File: src/rtl/ariane_pkg.sv
// rtl/ariane_pkg.sv - shared D-cache flush types: walk states and line-address builder.
package ariane_pkg;

  typedef enum logic [2:0] {
    FLUSH_IDLE      = 3'd0,
    FLUSH_READ      = 3'd1,
    FLUSH_CHECK     = 3'd2,
    FLUSH_WRITEBACK = 3'd3,
    FLUSH_INVAL     = 3'd4,
    FLUSH_ACK       = 3'd5
  } dcache_flush_state_e;

  // Tags up to 64 bits and sets up to 32 bits; callers truncate to their own address width.
  localparam int unsigned DCACHE_FLUSH_MAX_ADDR = 128;

  function automatic logic [DCACHE_FLUSH_MAX_ADDR-1:0] dcache_flush_line_addr(
    input logic [63:0] tag,
    input logic [31:0] set,
    input int unsigned set_bits,
    input int unsigned offset_bits
  );
    logic [DCACHE_FLUSH_MAX_ADDR-1:0] addr;
    addr = ({64'b0, tag} << (set_bits + offset_bits)) | ({96'b0, set} << offset_bits);
    return addr;
  endfunction

endpackage

File: src/rtl/dcache_flush_unit.sv
// rtl/dcache_flush_unit.sv - D-cache flush walker: reads every set/way, writes back dirty lines, invalidates valid ones.
// Write-back handling is built only when DCACHE_FLUSH_WB_EN is defined; otherwise the cache is treated as write-through.
module dcache_flush_unit
  import ariane_pkg::*;
#(
  parameter int unsigned NUM_SETS    = 256,
  parameter int unsigned NUM_WAYS    = 8,
  parameter int unsigned LINE_WIDTH  = 128,
  parameter int unsigned TAG_WIDTH   = 44,
  localparam int unsigned SET_BITS    = $clog2(NUM_SETS),
  localparam int unsigned WAY_BITS    = (NUM_WAYS > 1) ? $clog2(NUM_WAYS) : 1,
  localparam int unsigned OFFSET_BITS = $clog2(LINE_WIDTH / 8),
  localparam int unsigned ADDR_WIDTH  = TAG_WIDTH + SET_BITS + OFFSET_BITS
) (
  input  logic                  clk_i,
  input  logic                  rst_i,
  input  logic                  flush_i,
  output logic                  flush_ack_o,
  output logic                  busy_o,
  output logic                  rd_req_o,
  input  logic                  rd_gnt_i,
  output logic [SET_BITS-1:0]   rd_set_o,
  output logic [WAY_BITS-1:0]   rd_way_o,
  input  logic                  rd_valid_i,
  input  logic                  rd_dirty_i,
  input  logic [TAG_WIDTH-1:0]  rd_tag_i,
  input  logic [LINE_WIDTH-1:0] rd_data_i,
  output logic                  inv_req_o,
  input  logic                  inv_gnt_i,
  output logic [SET_BITS-1:0]   inv_set_o,
  output logic [WAY_BITS-1:0]   inv_way_o,
  output logic                  wb_req_o,
  input  logic                  wb_gnt_i,
  output logic [ADDR_WIDTH-1:0] wb_addr_o,
  output logic [LINE_WIDTH-1:0] wb_data_o
);

  localparam logic [SET_BITS-1:0] LAST_SET = SET_BITS'(NUM_SETS - 1);
  localparam logic [WAY_BITS-1:0] LAST_WAY = WAY_BITS'(NUM_WAYS - 1);

  dcache_flush_state_e state_q, state_d;
  logic [SET_BITS-1:0] set_q, set_d;
  logic [WAY_BITS-1:0] way_q, way_d;
  logic                advance;
  logic                last_line;

  // Way is the inner loop; the walk ends after the last way of the last set.
  assign last_line = (set_q == LAST_SET) && (way_q == LAST_WAY);

  always_ff @(posedge clk_i) begin
    if (rst_i) begin
      state_q <= FLUSH_IDLE;
      set_q   <= '0;
      way_q   <= '0;
    end else begin
      state_q <= state_d;
      set_q   <= set_d;
      way_q   <= way_d;
    end
  end

  always_comb begin
    state_d = state_q;
    set_d   = set_q;
    way_d   = way_q;
    advance = 1'b0;

    unique case (state_q)
      FLUSH_IDLE: begin
        if (flush_i) begin
          state_d = FLUSH_READ;
          set_d   = '0;
          way_d   = '0;
        end
      end
      FLUSH_READ: begin
        if (rd_gnt_i) state_d = FLUSH_CHECK;
      end
      FLUSH_CHECK: begin
        if (rd_valid_i) begin
`ifdef DCACHE_FLUSH_WB_EN
          state_d = rd_dirty_i ? FLUSH_WRITEBACK : FLUSH_INVAL;
`else
          state_d = FLUSH_INVAL;
`endif
        end else begin
          advance = 1'b1;
        end
      end
`ifdef DCACHE_FLUSH_WB_EN
      FLUSH_WRITEBACK: begin
        if (wb_gnt_i) state_d = FLUSH_INVAL;
      end
`endif
      FLUSH_INVAL: begin
        if (inv_gnt_i) advance = 1'b1;
      end
      FLUSH_ACK: begin
        state_d = FLUSH_IDLE;
      end
      default: begin
        state_d = FLUSH_IDLE;
      end
    endcase

    if (advance) begin
      if (last_line) begin
        state_d = FLUSH_ACK;
        set_d   = '0;
        way_d   = '0;
      end else begin
        state_d = FLUSH_READ;
        if (way_q == LAST_WAY) begin
          way_d = '0;
          set_d = set_q + 1'b1;
        end else begin
          way_d = way_q + 1'b1;
        end
      end
    end
  end

  assign flush_ack_o = (state_q == FLUSH_ACK);
  assign busy_o      = (state_q != FLUSH_IDLE);
  assign rd_req_o    = (state_q == FLUSH_READ);
  assign rd_set_o    = set_q;
  assign rd_way_o    = way_q;
  assign inv_req_o   = (state_q == FLUSH_INVAL);
  assign inv_set_o   = set_q;
  assign inv_way_o   = way_q;

`ifdef DCACHE_FLUSH_WB_EN
  logic [ADDR_WIDTH-1:0] wb_addr_q;
  logic [LINE_WIDTH-1:0] wb_data_q;

  // Captured on every CHECK so the writeback payload stays stable across grant stalls.
  always_ff @(posedge clk_i) begin
    if (rst_i) begin
      wb_addr_q <= '0;
      wb_data_q <= '0;
    end else if (state_q == FLUSH_CHECK) begin
      wb_addr_q <= ADDR_WIDTH'(dcache_flush_line_addr(64'(rd_tag_i), 32'(set_q),
                                                      SET_BITS, OFFSET_BITS));
      wb_data_q <= rd_data_i;
    end
  end

  assign wb_req_o  = (state_q == FLUSH_WRITEBACK);
  assign wb_addr_o = wb_addr_q;
  assign wb_data_o = wb_data_q;
`else
  logic unused_wt_inputs;
  assign unused_wt_inputs = ^{rd_dirty_i, rd_tag_i, rd_data_i, wb_gnt_i};

  assign wb_req_o  = 1'b0;
  assign wb_addr_o = '0;
  assign wb_data_o = '0;
`endif

endmodule

File: config.mk
export PLATFORM = sky130hd
export DESIGN_NAME = dcache_flush_unit
export DESIGN_NICKNAME = d
export VERILOG_FILES = /design/src/rtl/ariane_pkg.sv /design/src/rtl/dcache_flush_unit.sv
export SDC_FILE = /design/constraint.sdc
export NUM_CORES = 1
export LEC_CHECK = 0
export ABC_AREA = 1
export BUFFER_PORTS_ARGS = -buffer_cell sky130_fd_sc_hd__buf_2
export CAP_MARGIN = 40
export CORE_AREA = 2 2 154 156
export DETAILED_ROUTE_END_ITERATION = 16
export DIE_AREA = 0 0 156 158
export HOLD_SLACK_MARGIN = 0.12
export SYNTH_ARGS = -nofsm -noshare
export SYNTH_HDL_FRONTEND = slang
export SYNTH_SLANG_ARGS = --single-unit
export TNS_END_PERCENT = 10
File: constraint.sdc
create_clock -name clk_i -period 1.6 [get_ports clk_i]
set_clock_uncertainty 0.05 [all_clocks]
set_input_delay 0 -clock clk_i [delete_from_list [all_inputs] [get_ports clk_i]]
set_output_delay 0 -clock clk_i [all_outputs]
set_load 0.02 [all_outputs]
==> results of run 1 <==
stage by stage:
stage / utilization / std cells / cell area, µm² / worst slack, ns
after floorplan: - / 515 / 3010 / 0.08736
after global routing: 0.09754 / 657 / 2248 / 0.008682
after detailed placement: 0.09233 / 650 / 2128 / 0.1034
final: 0.09754 / 657 / 2248 / 0.1737
after global placement: 0.09233 / 650 / 2128 / 0.09316
after CTS: 0.09732 / 657 / 2243 / 0.08907
cell usage after synthesis:
master and instances:
conb_1 1, nand3_1 13, inv_1 16, o21ai_0 5, buf_6 1, buf_4 196, nor2_2 1, nand3_2 3
nand4_1 1, dfxtp_1 14, nor2_1 24, a21oi_1 5, nor3_1 3, or2_2 1, o21bai_1 1, ha_1 3
nand2_4 2, nand2_1 41
cells by family (layout without fill, tap and decap cells):
family	count (synthesis)	after routing	share of synthesized area
buffers and inverters	213	65	0.6658
and+or+nand+nor	89	89	0.1706
DFF	14	14	0.1210
AOI/OAI and AO/OA	11	11	0.02484
adders and majority gates	3	3	0.01620
other	1	185	0.001618
repair_timing:
action,4_1_cts,5_1_grt
hold endpoints to repair,7,0
hold buffers,4,0
resized for setup,0,2
setup endpoints to repair,0,5
registers in the layout, summed over array words and instances (netlist names):
name	cells
state_q	3
inv_way_o	3
inv_set_o	8
where the power goes:
part	switching (W)	total, W	internal (W)
clock network	0.000141	0.000467	0.000327
registers	0.00000667	0.000362	0.000356
logic	0.000451	0.000485	0.0000338
critical path: stages, from the launching register on:
cell,delay [ns]
dfxtp_2,0.32
ha_1,0.15
ha_2,0.21
inv_1,0.06
nor2_1,0.10
nand2_1,0.06
nor2_1,0.11
nand2_2,0.11
o21ai_0,0.09
nor2_1,0.06
path summary, 6_finish.rpt:
| path | startpoint | to |
|---|---|---|
| setup / recovery | inv_way_o[0] | inv_set_o[0] |
| hold / removal | inv_gnt_i | inv_way_o[0] |
| setup reg to reg | inv_way_o[0] | inv_set_o[0] |
| hold reg to reg | inv_set_o[7] | inv_set_o[7] |
per-layer routing:
layer	track usage	vias up
li1	-	708
met1	0.03537	622
met2	0.04952	181
met3	0.01752	4
met4	0.01048	0
met5	0	-
area by class of cell:
class / instances / area, µm²
sequential: 14 / 282.8
tap: 290 / 362.8
timing repair buffer: 46 / 277.8
multi-input combinational: 288 / 1190
fill: 2673 / 20800
inverter: 16 / 60.06
clock buffer: 3 / 75.07
==> metrics.cfg, run 1 <==
[setup_path]
cp_max_fo = 5
reg2reg_slack_ns = 0.17
cp-start-kind = flop
arrival_ns = 1.51
worstSetupPathType = flop to flop
r2r_cells = 9
cp-end-kind = flop
critPathRequiredTime_ns = 1.68

[clock_tree]
cts_tree = done
cts_sinks = 14
cts_root_buf = clkbuf_16
cts_inserted_buffers = 3
cts_buffer_depth = 2
clk_pin_slew_worst_paths_ns = 0.04
ctsHtreeMaxLevel = 1
cts_setup_buffers = 0
clock_latency_ns = 0.24

[routing]
highest_layer = met4
dr_wl_met2_mm = 1.733
drt-total-wl_mm = 4.221
routed_via_density = 2.306
drc_errors = 0
dr.pass1.iters = 4
wl_met3_um = 835
wl_per_cell_um = 6.425
vias = 1515
drt_iter0_markers = 55
antenna_left = 0
wl_met1_mm = 1.600

[global_routing]
grt_first_pass_wirelength_mm = 5.492
gr-total-overflow = 0
antenna_found_initial = 0
grt_pass1_vias = 1005
grt_util_all_layers = 0.03119
grt_max_degree = 13

[cells_and_area]
fin_nets = 552
syn2layout_area_growth_pct = -2.970
final_common_cell = conb_1
final_cell_mix = conb_1 (185), nand2_1 (40), buf_2 (31)
antennaDiodeCount = 0
drive_gt1_frac = 0.1526

[yosys]
yosysWarnings = 0
ys_ff_latch = 14
synth.top_cell.area_share = 0.6350
yosys.cell_types.count = 18
syn_area_um2 = 2317
netlist_instances = 331
yosys.area.top_type = buf_4
avgSynthCellArea_um2 = 7.001
synth_area_leaders = buf_4 (63%), dfxtp_1 (12%), nand2_1 (6.6%), nor2_1 (3.9%), nand3_1 (2.8%)
yosysSeqAreaShare = 0.1210

[timing]
slew_violations = 0
finalCriticalPeriod_ns = 1.426
hold_viol = 0
rsz0062_at_grt = no
setup_viol = 0
fin_crit_sh = 0.8915
whs_ns = 0.2138
setup_tns_ns = 0
fmax_mhz = 701.1

[die]
rows = 56
dieWidth_um = 156
die_y_um = 158
initial_core_util = 0.1005
die_area_um2 = 24650
io_pins = 391
design.core.area_um2 = 23050

[power]
powerDensity_nw_per_um2 = 584.5
p_leak_nw = 1.273
max-vdd-ir-drop_mv = 0.3584
power_w = 0.001314

[placement]
gp_congestion = 0.6736
hpwl_mm = 3.707
portBuffers = 31

[run_status]
status = finished, final reports clean

[worst_hold_path]
hold_path.class = input pin to flop
worstHoldPathCells = 5

[flow_run]
maxCapViolCount = 0

Note: power is estimated with default switching activity, not from simulation.
==> run 2: changes to the inputs <==
ABC_AREA = not set   (was 1)
CORE_AREA = 2 2 153 155   (was 2 2 154 156)
DIE_AREA = 0 0 155 157   (was 0 0 156 158)
HOLD_SLACK_MARGIN = not set   (was 0.12)
==> run 2 against run 1 <==
Net effect:
- register-to-register slack worse by 0.15 ns
- clock power hardly changed
- sequential share of layout area is 0.30 points lower
- utilization is 0.62 points higher
- count of clock-buffer cells in the layout stayed put
- area after synthesis is 1.3% lower
- non-clock buffer count is 11 higher
- combinational power is 3% higher
- first-iteration DRC count is 24% lower
- routed wire length is 5.4% lower
==> metrics.cfg, run 2 <==
[run_status]
status = finished, final reports clean

[power]
switching_share = 0.4477  ; -0.007487
p_leak_nw = 1.199  ; -5.8%
p_switching_w = 0.0005948  ; -0.56%
pwr-share-clk = 0.353  ; -0.003
p_seq_frac = 0.272  ; -0.004
max-vdd-ir-drop_mv = 0.2257  ; -37%
power_w = 0.001329  ; +1.1%
intPower_w = 0.0007339  ; +2.5%
p_comb_frac = 0.375  ; +0.006
powerDensity_nw_per_um2 = 569.4  ; -2.6%

[global_routing]
grt_first_pass_wirelength_mm = 4.830  ; -12%
gr-total-overflow = 0  ; unchanged
grt_max_degree = 12  ; -1
antenna_found_initial = 1  ; +1
grt_util_all_layers = 0.02701  ; -0.004180
grt_pass1_vias = 908  ; -9.7%

[timing]
hold_viol = 0  ; unchanged
slew_violations = 0  ; unchanged
fmax_mhz = 632.6  ; -9.8%
rsz0062_at_grt = yes
setup_viol = 0  ; unchanged
setup_tns_ns = 0  ; unchanged
finalCriticalPeriod_ns = 1.581  ; +0.1545 ns
fin_crit_sh = 0.9880  ; +0.09654
whs_ns = 0.01141  ; -0.2024 ns

[yosys]
syn_area_um2 = 2287  ; -1.3%
synth_most_common_cell = buf_4
yosys.area.top_type = buf_4
synth_area_leaders = buf_4 (64%), dfxtp_1 (12%), nand3b_1 (3.0%), a21oi_1 (2.4%), a211oi_2 (1.6%)
yosys-top-cells-count = buf_4 (196), dfxtp_1 (14), a21oi_1 (11)
yosysSeqAreaShare = 0.1225  ; +0.001588
ys_ff_latch = 14  ; unchanged
netlist_instances = 284  ; -14%
synth.top_cell.area_share = 0.6433  ; +0.008337
synth_flop_cell = dfxtp_1
yosysWarnings = 0  ; unchanged
async_flop_share = 0  ; unchanged
synth_edf_count = 0  ; unchanged
avgSynthCellArea_um2 = 8.054  ; +15%
yosys.cell_types.count = 31  ; +13

[cells_and_area]
antennaDiodeCount = 0  ; unchanged
fin_nets = 513  ; -7.1%
syn2layout_area_growth_pct = 2.024
drive_gt1_frac = 0.2409  ; +0.08827
final_cell_mix = conb_1 (185), buf_2 (31), buf_4 (21)
final_util = 0.1037  ; +0.006162
final_common_cell = conb_1
final_cells = 613  ; -6.7%
largest_register_ffs = 8  ; unchanged

[setup_path]
worstSetupPathType = flop to flop
arrival_ns = 1.70  ; +0.19 ns
cp-start-kind = flop
cp_max_fo = 5  ; unchanged
cp-end-kind = flop
critPathRequiredTime_ns = 1.72  ; +0.04 ns

[die]
initial_core_util = 0.1016  ; +0.001119
rows = 55  ; -1.8%
dieWidth_um = 155  ; -0.64%
io_pins = 391  ; unchanged
die_area_um2 = 24340  ; -1.3%
design.core.area_um2 = 22500  ; -2.4%
die_y_um = 157  ; -0.63%

[routing]
drt_iter0_markers = 42  ; -24%
drc_errors = 0  ; unchanged
drt-total-wl_mm = 3.995  ; -5.4%
wl_per_cell_um = 6.517  ; +1.4%
dr.pass1.iters = 2  ; -2
antenna_left = 0  ; unchanged
routed_via_density = 2.289  ; -0.75%
vias = 1403  ; -7.4%

[flow_run]
maxCapViolCount = 0  ; unchanged

[placement]
portBuffers = 31  ; unchanged
hpwl_mm = 3.446  ; -7.1%
gp_congestion = 0.6803  ; +0.99%
dp.cells = 604  ; -7.1%

[clock_tree]
cts_tree = done
clk_pin_slew_worst_paths_ns = 0.05  ; about the same
cts_sinks = 14  ; unchanged
cts_buffer_depth = 2  ; unchanged
cts_root_buf = clkbuf_16
clock_latency_ns = 0.24  ; about the same
ctsHtreeMaxLevel = 1  ; unchanged
cts_inserted_buffers = 3  ; unchanged

[worst_hold_path]
hold_path.class = input pin to flop

-- run 2: cell count changes after synthesis, moves of 3 or more --
cell and delta:
a211oi_2 +3, a21oi_1 +6, a21oi_2 +4, and3_1 +3
inv_1 -14, mux2i_1 +3, nand2_1 -37, nand2b_1 +5
nand3_1 -9, nand3_2 -3, nand3b_1 +9, nor2_1 -23
o21ai_0 -5
-- run 2: power by group through the flow --
stage	Combinational [W]	Sequential [W]	Clock (W)
after floorplan	0.000778	0.000369	0
after global placement	0.000472	0.000366	0
after detailed placement	0.000474	0.000367	0
after CTS	0.000482	0.000360	0.000468
after global routing	0.000532	0.000361	0.000493
final	0.000498	0.000361	0.000470
-- run 2: logic make-up (layout without fill, tap and decap cells) --
kind of cell	count (synthesis)	count (layout)	synth area share
simple gates	37	37	0.1028
xor+xnor	1	1	0.003830
flops	14	14	0.1225
mux	3	3	0.01313
compound gates	23	23	0.07549
other cells	1	185	0.001640
fa+ha+maj	3	3	0.01641
buf+inv	202	62	0.6641
-- run 2: path summary, 6_finish.rpt --
kind / startpoint / end / slack [ns] / depth (start not counted)
min: rst_i / inv_way_o[1] / 0.01 / 2
max: state_q[1] / inv_set_o[5] / 0.02 / 4
min reg2reg: inv_set_o[3] / inv_set_o[3] / 0.54 / 2
max reg2reg: state_q[1] / inv_set_o[5] / 0.02 / 4
-- run 2: metal layers --
metal / part of all wire / track usage
met3: 0.15 / 0.004681
met2: 0.50 / 0.04995
met5: 0.0030 / 0
met4: 0.027 / 0.02116
met1: 0.32 / 0.02684
-- run 2: timing repair --
action,4_1_cts,5_1_grt
hold buffers,2,0
endpoints found under the hold margin,2,0
cloned,0,0
setup buffers,0,4
resized for setup,6,10
endpoints found under the setup margin,4,10
pin swaps,1,6
-- run 2: stage by stage --
stage | instance area (µm²) | setup slack (ns)
detailed placement | 2133 | -0.05580
CTS | 2258 | -0.002249
floorplan | 2983 | 0.006350
global route | 2333 | -0.04779
global placement | 2133 | -0.005766
finish | 2333 | 0.01919
-- run 2: final cells by class --
| class | instances | area (µm²) |
|---|---|---|
| Fill cell | 2610 | 20170 |
| Multi-Input combinational cell | 252 | 1241 |
| Timing Repair Buffer | 57 | 366.6 |
| Tap cell | 285 | 356.6 |
| Sequential cell | 14 | 286.5 |
| Clock buffer | 3 | 75.07 |
| Inverter | 2 | 7.507 |
-- run 2: worst max-delay path, cell delays in order (launching register included) --
cell,delay [ns]
dfxtp_2,0.32
or3b_4,0.40
a21oi_4,0.21
or3b_4,0.41
a31oi_2,0.13
==> run 3: changes to the inputs <==
RECOVER_POWER = 25   (was not set)
==> run 3 against run 2 <==
Net effect:
- hold slack about the same
- total power about the same
- global-route usage unchanged
- critical endpoint unchanged
- worst setup slack is essentially flat
- clock power about the same
- register-to-register slack barely moved
- combinational power hardly changed
- critical path depth unchanged
- flip-flop and latch count stayed put
- cell count unchanged
- largest power group unchanged
- non-clock buffer count unchanged
- sequential power hardly changed
- highest routed layer unchanged
==> metrics.cfg, run 3 (synthesis gave the netlist of run 2 again) <==
[power]
power_w = 0.001328  ; about the same
powerDensity_nw_per_um2 = 571.3  ; +0.33%
max-vdd-ir-drop_mv = 0.2256  ; about the same
p_leak_nw = 1.168  ; -2.6%

[global_routing]
grt_max_degree = 12  ; unchanged
busiest_layer = met2
grt_util_all_layers = 0.02701  ; unchanged
met3_usage = 0.004681  ; unchanged
grt_pass1_vias = 908  ; unchanged
grt_use_met2 = 0.04995  ; unchanged
antenna_found_initial = 1  ; unchanged
grt_first_pass_wirelength_mm = 4.830  ; unchanged
gr-total-overflow = 0  ; unchanged
grt_use_met1 = 0.02684  ; unchanged

[setup_path]
cp-start-kind = flop
r2r_cells = 4  ; unchanged
worstSetupPathType = flop to flop
cp-end-kind = flop
cp_max_fo = 5  ; unchanged
arrival_ns = 1.70  ; about the same
critPathRequiredTime_ns = 1.72  ; about the same

[clock_tree]
cts_inserted_buffers = 3  ; unchanged
ctsHtreeMaxLevel = 1  ; unchanged
cts_sinks = 14  ; unchanged
cts_tree = done
clk_pin_slew_worst_paths_ns = 0.05  ; about the same
clock_latency_ns = 0.24  ; about the same
cts_root_buf = clkbuf_16
cts_buffer_depth = 2  ; unchanged

[routing]
drt_iter0_markers = 42  ; unchanged
wl_per_cell_um = 6.522  ; about the same
routed_via_density = 2.282  ; -0.29%
antenna_left = 0  ; unchanged
dr.pass1.iters = 2  ; unchanged
vias = 1399  ; -0.29%
drt-total-wl_mm = 3.998  ; about the same
drc_errors = 0  ; unchanged

[timing]
rsz0062_at_grt = yes
fin_crit_sh = 0.9881  ; about the same
fmax_mhz = 632.5  ; about the same
slew_violations = 0  ; unchanged
hold_viol = 0  ; unchanged
setup_tns_ns = 0  ; unchanged
finalCriticalPeriod_ns = 1.581  ; +0.0001341 ns
setup_viol = 0  ; unchanged
fin_ws_ns = 0.01906  ; -0.0001341 ns

[die]
io_pins = 391  ; unchanged
dieWidth_um = 155  ; unchanged
die_y_um = 157  ; unchanged
rows = 55  ; unchanged
initial_core_util = 0.1016  ; unchanged
design.core.area_um2 = 22500  ; unchanged
die_area_um2 = 24340  ; unchanged

[worst_hold_path]
worstHoldPathCells = 2  ; unchanged
hold_path.class = input pin to flop

[cells_and_area]
fin_nets = 513  ; unchanged
syn2layout_area_growth_pct = 1.641
largest_register_ffs = 8  ; unchanged
final_cell_mix = conb_1 (185), buf_2 (24), buf_4 (21)
final_common_cell = conb_1
final_util = 0.1033  ; -0.0003900
antennaDiodeCount = 0  ; unchanged
drive_gt1_frac = 0.2195  ; -0.02134
nFillCells = 2612  ; +0.077%

[flow_run]
maxCapViolCount = 0  ; unchanged

[run_status]
status = finished, final reports clean

[placement]
portBuffers = 31  ; unchanged
gp_congestion = 0.6803  ; unchanged
pre_cts_ws_ns = -0.05580  ; unchanged
hpwl_mm = 3.446  ; unchanged

run 3: cell count changes in the layout (fill, tap and decap cells not counted), sizes merged:
cell / change
buf: -7
clkbuf: +7
run 3: report_power, final:
group          internal (W)  switching, W
Clock              0.000327      0.000142
Sequential         0.000355    0.00000553
Combinational     0.0000512      0.000447
Total              0.000733      0.000595
run 3: worst max-delay path, stage by stage (launching register included):
cell	delay, ns
dfxtp_2	0.32
or3b_4	0.40
a21oi_4	0.21
or3b_4	0.41
a31oi_2	0.13
run 3: metrics by stage:
step           hold slack, ns  instance area [µm²]  cells
6_report              0.01142                 2325    613
5_1_grt               0.02551                 2325    613
4_1_cts               0.01641                 2258    609
3_5_place_dp           0.2352                 2133    604
3_3_place_gp           0.2362                 2133    604
2_1_floorplan          0.1140                 2983    468
run 3: what timing repair did:
item | 4_1_cts | 5_1_grt
endpoints found under the setup margin | 4 | 10
pin swaps | 1 | 6
resized for setup | 6 | 10
hold buffers | 2 | 0
hold endpoints to repair | 2 | 0
setup buffers | 0 | 4
run 3: area by class of cell:
type	count	area, µm²	share of cell area
Multi-Input combinational cell	252	1241	0.5339
Timing Repair Buffer	57	357.8	0.1539
Sequential cell	14	286.5	0.1233
Tap cell	285	356.6	0.1534
Clock buffer	3	75.07	0.03229
Inverter	2	7.507	0.003229
run 3: metal layers:
layer,up-vias,wire length [µm]
li1,623,-
met1,610,1301
met2,158,1985
met3,6,591
met4,2,107
met5,-,12
run 3: worst paths after layout:
check	startpoint	endpoint	slack (ns)
worst max-delay path	state_q[1]	inv_set_o[5]	0.02
worst min-delay path	rst_i	inv_way_o[1]	0.01
worst max register to register	state_q[1]	inv_set_o[5]	0.02
worst min register to register	inv_set_o[3]	inv_set_o[3]	0.54
